$ cat config.mk
export PLATFORM = sky130hd
export DESIGN_NAME = seven_seg_scan_driver
export DESIGN_NICKNAME = d
export VERILOG_FILES = /design/src/rtl/seven_seg_scan_driver.sv
export SDC_FILE = /design/constraint.sdc
export NUM_CORES = 1
export LEC_CHECK = 0
export CAP_MARGIN = 10
export CELL_PAD_IN_SITES_DETAIL_PLACEMENT = 0
export CELL_PAD_IN_SITES_GLOBAL_PLACEMENT = 1
export CORE_UTILIZATION = 45
export DETAILED_ROUTE_END_ITERATION = 7
export GPL_TIMING_DRIVEN = 0
export HOLD_SLACK_MARGIN = 0.02
export PLACE_DENSITY = 0.89
export REMOVE_ABC_BUFFERS = 1
export SLEW_MARGIN = 25
export SYNTH_ARGS = -nofsm -noshare
export SYNTH_HDL_FRONTEND = slang
export SYNTH_SLANG_ARGS = --single-unit
$ cat constraint.sdc
create_clock -name clock_100Mhz -period 3.2 [get_ports clock_100Mhz]
set_clock_uncertainty 0.05 [all_clocks]
set_input_delay 0.48 -clock clock_100Mhz [delete_from_list [all_inputs] [get_ports clock_100Mhz]]
set_output_delay 0.48 -clock clock_100Mhz [all_outputs]
set_load 0.01 [all_outputs]
$ cat src/rtl/seven_seg_scan_driver.sv
// rtl/seven_seg_scan_driver.sv - four-digit common-anode seven-segment scan driver
// Double-buffered value, per-switch blanking dead time, optional leading-zero blanking.
module seven_seg_scan_driver #(
  parameter int unsigned DEAD_CYCLES = 1024
) (
  input  logic        clock_100Mhz,
  input  logic        reset,
  input  logic [1:0]  LED_activating_counter,
  input  logic [15:0] display_value,
  input  logic [3:0]  dp_mask,
  input  logic        value_valid,
  input  logic        blank_lz,
  output logic        value_ack,
  output logic        frame_done,
  output logic [3:0]  Anode_Activate,
  output logic [6:0]  LED_out,
  output logic        dp_out
);

  localparam logic [15:0] DEAD_LOAD = 16'(DEAD_CYCLES);

  logic [15:0] pend_val_q, pend_val_d;
  logic [3:0]  pend_dp_q, pend_dp_d;
  logic        pend_flag_q, pend_flag_d;
  logic [15:0] shad_val_q, shad_val_d;
  logic [3:0]  shad_dp_q, shad_dp_d;
  logic [1:0]  sel_prev_q;
  logic [15:0] dead_cnt_q, dead_cnt_d;
  logic [3:0]  anode_q, anode_d;
  logic [6:0]  led_q, led_d;
  logic        dp_q, dp_d;
  logic        ack_q;
  logic        frame_q;

  logic        boundary;
  logic [3:0]  nibble;
  logic        dp_bit;
  logic [3:0]  anode_sel;
  logic        lz_hit;

  function automatic logic [6:0] seg_decode(input logic [3:0] n);
    case (n)
      4'h0: seg_decode = 7'b0000001;
      4'h1: seg_decode = 7'b1001111;
      4'h2: seg_decode = 7'b0010010;
      4'h3: seg_decode = 7'b0000110;
      4'h4: seg_decode = 7'b1001100;
      4'h5: seg_decode = 7'b0100100;
      4'h6: seg_decode = 7'b0100000;
      4'h7: seg_decode = 7'b0001111;
      4'h8: seg_decode = 7'b0000000;
      4'h9: seg_decode = 7'b0000100;
      4'hA: seg_decode = 7'b0001000;
      4'hB: seg_decode = 7'b1100000;
      4'hC: seg_decode = 7'b0110001;
      4'hD: seg_decode = 7'b1000010;
      4'hE: seg_decode = 7'b0110000;
      default: seg_decode = 7'b0111000;
    endcase
  endfunction

  always_comb begin
    boundary    = (sel_prev_q == 2'd3) && (LED_activating_counter == 2'd0);
    pend_val_d  = pend_val_q;
    pend_dp_d   = pend_dp_q;
    pend_flag_d = pend_flag_q;
    shad_val_d  = shad_val_q;
    shad_dp_d   = shad_dp_q;

    // Shadow takes the old pending before a same-cycle write overwrites it.
    if (boundary && pend_flag_q) begin
      shad_val_d  = pend_val_q;
      shad_dp_d   = pend_dp_q;
      pend_flag_d = 1'b0;
    end
    if (value_valid) begin
      pend_val_d  = display_value;
      pend_dp_d   = dp_mask;
      pend_flag_d = 1'b1;
    end

    if (LED_activating_counter != sel_prev_q) begin
      dead_cnt_d = DEAD_LOAD;
    end else if (dead_cnt_q != 16'd0) begin
      dead_cnt_d = dead_cnt_q - 16'd1;
    end else begin
      dead_cnt_d = 16'd0;
    end

    nibble    = shad_val_q[3:0];
    dp_bit    = shad_dp_q[0];
    anode_sel = 4'b1110;
    lz_hit    = 1'b0;
    case (LED_activating_counter)
      2'd0: begin
        nibble = shad_val_q[15:12]; dp_bit = shad_dp_q[3]; anode_sel = 4'b0111;
        lz_hit = (shad_val_q[15:12] == 4'h0);
      end
      2'd1: begin
        nibble = shad_val_q[11:8]; dp_bit = shad_dp_q[2]; anode_sel = 4'b1011;
        lz_hit = (shad_val_q[15:8] == 8'h00);
      end
      2'd2: begin
        nibble = shad_val_q[7:4]; dp_bit = shad_dp_q[1]; anode_sel = 4'b1101;
        lz_hit = (shad_val_q[15:4] == 12'h000);
      end
      default: begin
        nibble = shad_val_q[3:0]; dp_bit = shad_dp_q[0]; anode_sel = 4'b1110;
        lz_hit = 1'b0;
      end
    endcase

    anode_d = anode_sel;
    led_d   = seg_decode(nibble);
    dp_d    = ~dp_bit;
    // Deciding on the next count keeps the dark window exactly DEAD_CYCLES long.
    if ((dead_cnt_d != 16'd0) || (blank_lz && lz_hit)) begin
      anode_d = 4'b1111;
      led_d   = 7'b1111111;
      dp_d    = 1'b1;
    end
  end

  always_ff @(posedge clock_100Mhz or posedge reset) begin
    if (reset) begin
      pend_val_q  <= 16'd0;
      pend_dp_q   <= 4'd0;
      pend_flag_q <= 1'b0;
      shad_val_q  <= 16'd0;
      shad_dp_q   <= 4'd0;
      sel_prev_q  <= 2'd0;
      dead_cnt_q  <= 16'd0;
      anode_q     <= 4'b1111;
      led_q       <= 7'b1111111;
      dp_q        <= 1'b1;
      ack_q       <= 1'b0;
      frame_q     <= 1'b0;
    end else begin
      pend_val_q  <= pend_val_d;
      pend_dp_q   <= pend_dp_d;
      pend_flag_q <= pend_flag_d;
      shad_val_q  <= shad_val_d;
      shad_dp_q   <= shad_dp_d;
      sel_prev_q  <= LED_activating_counter;
      dead_cnt_q  <= dead_cnt_d;
      anode_q     <= anode_d;
      led_q       <= led_d;
      dp_q        <= dp_d;
      ack_q       <= value_valid;
      frame_q     <= boundary;
    end
  end

  assign value_ack      = ack_q;
  assign frame_done     = frame_q;
  assign Anode_Activate = anode_q;
  assign LED_out        = led_q;
  assign dp_out         = dp_q;

endmodule

==> reports/results.tsv, run 1 <==
metric	value	unit
result of the run	completed	
most common cell after layout, fill and taps aside	dfrtp_1	
area share of the leading cell type in the synthesized netlist	44.3	%
initial core utilization	47.0	%
sequential area share after synthesis	53.5	%
final setup vio count	0	
placed wire-length estimate	4.23	mm
nature of the critical path startpoint	register	
Register Area	0.00184	mm²
DRT iter0 DRCs	85	
gate count of the mapped netlist	287	
post-detailed-route wirelength per cell	14.4	µm
clock transition time at the flip-flop clock pins of the worst setup and hold paths	0.08	ns
hold_ws	0.380	ns
quantity of gates resized following cts	0	
most area-hungry cell type in the Yosys netlist	dfrtp_1	
via count	2283	
r2r startpoint	dead_cnt_q[0]	
number of buffers added by the clock tree synthesis step	9	
worst hold-check path type	input pin to asynchronous set/reset pin	
fill cell instance count of the final layout	606	
post-route minimum period	2.86	ns
required arrival time at the worst endpoint	3.38	ns
setup repair bufs after CTS	0	
Die W	89.5	µm
total number of H-tree levels	3	
post-route clock period utilization	89.3	%
maximum fanout along the worst path	16	
synthesis warning total	0	
area occupied by multi-input gates	0.00150	mm²
final-report max-slew violation count	0	
RR Endpoint	Anode_Activate[0]	
I/O pin count	40	
clock network latency to the later pin of the worst-skew pair	0.35	ns
count of port buffers added during placement	39	
async set or reset register ratio after synthesis	100	%
cell chosen for the clock root	clkbuf_8	
count of standard-cell rows	31	
number of buffers inserted by hold repair at cts	0	
first-pass GRT wire length	10.6	mm
critical path type	register to register	
Netlist cell types	53	
prevailing post-synth register cell	dfrtp_1	
Setup Slack @ Placement	-0.0137	ns
nets@finish	357	
Static Leak	1.73	nW
number of global-route vias before repair	2203	
post-synthesis register bit count	73	
power density relative to cell area	636	mW/mm²
synthesized cell area	0.00344	mm²
wire length after detailed routing	6.16	mm
mean area per synthesized cell	12.0	µm²
count of flip-flops with a built-in enable after synthesis	0	
antenna violations before repair	0	
share of cells above drive strength 1	25.2	%
arrival time at the worst endpoint	3.04	ns
Max Clock Freq	350	MHz
leading cell types by total area after synthesis	dfrtp_1 44%, mux2_2 14%, dfstp_2 9.2%	
CTS tree	built	
max_slew headroom	38.5	%
final-report hold violation count	0	
number of sinks handled by clock tree synthesis	73	
growth of design area from synthesis to finish	19.8	%
total global-route track usage	17.9	%
die outline area	0.00800	mm²
master of the slowest instance on the critical path	or3b_1	
weighted congestion reported at the end of routability-driven placement	0.776	
Worst Setup Slack, final	0.343	ns
die height	89.5	µm
setup repair after global routing missed its margin	no	
post-route ant nets	0	
worst IR drop on VDD	0.335	mV
slew of the pin with the lowest slew margin	0.919	ns
Register-to-Register Path Depth	8	
drt first pass iters	4	
cells traversed along the worst timing path	inv_1 -> ha_1 -> or3b_1 -> or2_1 -> nor2_1 -> a21o_2 -> a31o_1 -> nand4_1	
mean number of vias per cell	5.33	
worst setup path startpoint	dead_cnt_q[0]	
Remaining Overflow, GRT	0	
area of the core region	0.00733	mm²
highest-count cells in the layout ignoring fill and taps	61 x dfrtp_1, 42 x mux2_2, 39 x clkdlybuf4s50_1	
clock buffer depth	2	
Critical Path Max Stage Delay	0.48	ns
max-cap violations	0	
Inserted Diodes	0	
DRC errors left	0	
final-layout setup total negative slack	0	ns
slack of the worst reg-to-reg path	0.34	ns
element type at the critical path end	register	
pin count of the biggest net entering global routing	53	
## synthesized netlist by cell type, drive strengths merged (4+ instances only)
cell    number
xor2         5
nand4        6
clkbuf       9
xnor2       11
nand2       14
nand3        7
dfstp       12
a21oi        7
nor3         5
mux2        42
dfrtp       61
ha           7
buf          5
o21ai        6
inv          9
mux2i        4
nor4         6
nor2        32
## report_power, final
group	leakage (nW)	internal (mW)	switching [mW]
Combinational	0.753	0.342	0.355
Sequential	0.872	1.07	0.119
Clock	0.103	0.403	0.336
## routing by layer
layer,global-route usage (%),vias to the layer above,part of all wire [%]
met5,0,-,0
met4,6.06,0,1.3
met3,6.46,5,4.8
met2,26.6,52,47
met1,24.2,1134,47
li1,-,1092,-
## state kept, by name (all words and copies together), names as in the netlist
signal,count
frame_done,1
pend_flag_q,1
shad_dp_q,4
value_ack,1
dp_out,1
shad_val_q,16
pend_val_q,16
dead_cnt_q,16
sel_prev_q,2
pend_dp_q,4
LED_out,7
Anode_Activate,4
## worst max-delay path, delay by kind of cell (launching register included)
kind                     cells  cell delay, ns
AND/OR/NAND/NOR              4            1.07
flip-flops                   1            0.43
AO/OA/AOI/OAI                2            0.80
buffers and inverters        1            0.08
adder cells (fa/ha/maj)      1            0.28
## cells by family (layout without fill, tap and decap cells)
group	count (synthesis)	in the layout	synth area share, %
AND/OR/NAND/NOR	89	89	14.3
adder cells (fa/ha/maj)	7	7	2.54
buffers and inverters	23	65	2.94
AO/OA/AOI/OAI	30	30	5.74
flip-flops	73	73	53.5
multiplexers	49	49	16.9
XOR/XNOR	16	16	4.07
## layout make-up
class,instances,share of cell area [%]
clock buffer,12,3.76
timing repair buffer,40,10.1
clock inverter,4,1.24
inverter,9,0.880
sequential,73,44.6
tap,99,3.00
multi-input combinational,191,36.3
## how the worst max path moves through the flow
stage                        end  depth (start not counted)
5_1_grt               LED_out[5]                          8
6_report       Anode_Activate[0]                          8
4_1_cts        Anode_Activate[0]                          8
3_3_place_gp      pend_val_q[15]                          2
3_5_place_dp          LED_out[4]                          6
2_1_floorplan         LED_out[5]                          8
## stage by stage
stage / cells / area, µm² / utilization (%) / power, mW
after floorplan: 273 / 3370 / - / 1.69
after global placement: 411 / 3890 / 53.0 / 1.87
after detailed placement: 412 / 3920 / 53.5 / 1.90
after CTS: 428 / 4130 / 56.3 / 2.65
after global routing: 428 / 4130 / 56.3 / 2.78
final: 428 / 4130 / 56.3 / 2.63
(Power assumes the default switching activity.)
==> run 2: changes to the inputs <==
==> constraint.sdc (replaced) <==
create_clock -name clock_100Mhz -period 3.2 [get_ports clock_100Mhz]
set_clock_uncertainty 0.05 [all_clocks]
set_input_delay 0.96 -clock clock_100Mhz [delete_from_list [all_inputs] [get_ports clock_100Mhz]]
set_output_delay 0.96 -clock clock_100Mhz [all_outputs]
set_load 0.01 [all_outputs]
==> run 2 against run 1 <==
Worst hold slack better by 0.075 ns. Largest power group unchanged. Final cell count stayed put. Die area stayed put. Sequential cell count stayed put. Sequential power hardly changed. Power hardly changed.
==> reports/results.tsv, run 2 (synthesis results as in run 1) <==
metric	value	unit	change
result of the run	completed		unchanged
final-report hold violation count	0		unchanged
post-route clock period utilization	91.9	%	was 89.3%
nets@finish	357		unchanged
post-route ant nets	0		unchanged
DRT iter0 DRCs	76		was 85
Setup Slack @ Placement	-0.494	ns	was -0.0137 ns
number of global-route vias before repair	2203		unchanged
total global-route track usage	17.9	%	unchanged
post-route minimum period	2.94	ns	was 2.86 ns
share of cells above drive strength 1	25.5	%	was 25.2%
largest registers	dead_cnt_q x16, pend_val_q x16, shad_val_q x16		unchanged
cells traversed along the worst timing path	dlygate4sd2_1 -> mux4_2 -> ha_1 -> and2_1 -> a211oi_1 -> a31o_2 -> nand3_2		was inv_1 -> ha_1 -> or3b_1 -> or2_1 -> nor2_1 -> a21o_2 -> a31o_1 -> nand4_1
dominant delay contributor by cell family on the critical path	multiplexers		was simple AND/OR/NAND/NOR gates
DRC errors left	0		unchanged
Critical Path Max Stage Delay	0.68	ns	was 0.48 ns
initial core utilization	47.0	%	unchanged
count of standard-cell rows	31		unchanged
highest-count cells in the layout ignoring fill and taps	61 x dfrtp_1, 42 x mux2_2, 37 x clkdlybuf4s50_1		was 61 x dfrtp_1, 42 x mux2_2, 39 x clkdlybuf4s50_1
final-report max-slew violation count	0		unchanged
pin count of the biggest net entering global routing	53		unchanged
dpl cell area	0.00392	mm²	unchanged
drt first pass iters	4		unchanged
arrival time at the worst endpoint	3.15	ns	was 3.04 ns
setup repair after global routing missed its margin	no		unchanged
number of sinks handled by clock tree synthesis	73		unchanged
area of the core region	0.00733	mm²	unchanged
count of port buffers added during placement	39		unchanged
Core Util, Final	56.3	%	about the same
cell chosen for the clock root	clkbuf_8		unchanged
worst hold-check path type	register to register		was input pin to asynchronous set/reset pin
setup repair bufs after CTS	0		unchanged
placed wire-length estimate	4.23	mm	unchanged
wire length after detailed routing	6.17	mm	was 6.16 mm
I/O pin count	40		unchanged
final-layout setup total negative slack	0	ns	unchanged
most common cell after layout, fill and taps aside	dfrtp_1		unchanged
antenna violations before repair	0		unchanged
weighted congestion reported at the end of routability-driven placement	0.776		unchanged
max_slew headroom	38.2	%	was 38.5%
mean number of vias per cell	5.36		was 5.33
area of all placed cells without fillers	0.00413	mm²	about the same
master of the slowest instance on the critical path	mux4_2		was or3b_1
total number of H-tree levels	3		unchanged
post-detailed-route wirelength per cell	14.4	µm	about the same
Static Leak	1.74	nW	was 1.73 nW
required arrival time at the worst endpoint	3.41	ns	was 3.38 ns
via count	2293		was 2283
power density relative to cell area	636	mW/mm²	about the same
Remaining Overflow, GRT	0		unchanged
max-cap violations	0		unchanged
buffer and inverter count on the worst path	1		unchanged
Worst Setup Slack, final	0.260	ns	was 0.343 ns
Die W	89.5	µm	unchanged
nature of the critical path startpoint	input pin		was register
clock buffer depth	2		unchanged
Inserted Diodes	0		unchanged
final setup vio count	0		unchanged
critical path type	input pin to register		was register to register
number of buffers inserted by hold repair at cts	0		unchanged
slew of the pin with the lowest slew margin	0.924	ns	was 0.919 ns
number of buffers added by the clock tree synthesis step	9		unchanged
die outline area	0.00800	mm²	unchanged
Max Clock Freq	340	MHz	was 350 MHz
clock network latency to the later pin of the worst-skew pair	0.35	ns	about the same
maximum fanout along the worst path	17		was 16
die height	89.5	µm	unchanged
first-pass GRT wire length	10.6	mm	unchanged
clock transition time at the flip-flop clock pins of the worst setup and hold paths	0.07	ns	was 0.08 ns
growth of design area from synthesis to finish	20.0	%	was 19.8%
CTS tree	built		unchanged
worst IR drop on VDD	0.329	mV	was 0.335 mV
element type at the critical path end	register		unchanged
run 2: area by class of cell:
type                    count  area (µm²)
clock buffers              12         155
flip-flops and latches     73        1840
well taps                  99         124
multi-input cells         191        1500
repair buffers             40         419
fillers                   606        3200
inverters                   9        36.3
clock inverters             4        51.3
run 2: metal layers:
metal / GRT usage, % / wire, µm / vias to the layer above
li1: - / - / 1093
met1: 24.2 / 2890 / 1136
met2: 26.6 / 2890 / 58
met3: 6.46 / 314 / 6
met4: 6.06 / 83 / 0
met5: 0 / 0 / -
run 2: power by group:
part	total, mW	internal, mW	switching [mW]
clock network	0.739	0.403	0.336
logic	0.697	0.342	0.355
registers	1.19	1.07	0.119
run 2: per-stage QoR:
stage               total power, mW  std cells  hold slack (ns)
floorplan                      1.69        273            0.422
global placement               1.87        411            0.435
detailed placement             1.90        412            0.441
CTS                            2.65        428            0.459
global route                   2.78        428            0.469
finish                         2.62        428            0.455
run 2: worst paths after layout:
path | start | endpoint | slack, ns | depth (start not counted)
hold / removal | pend_val_q[5] | pend_val_q[5] | 0.45 | 1
setup reg to reg | dead_cnt_q[0] | Anode_Activate[0] | 0.34 | 8
hold reg to reg | pend_val_q[5] | pend_val_q[5] | 0.45 | 1
min in group asynchronous | reset | dead_cnt_q[0] | 0.86 | 2
max in group asynchronous | reset | LED_out[5] | 1.64 | 3
setup / recovery | LED_activating_counter[0] | LED_out[3] | 0.26 | 7
run 2: timing repair:
action,in CTS,in global routing
gates resized for setup,2,2
endpoints found under the setup margin,7,22
cloned,0,0
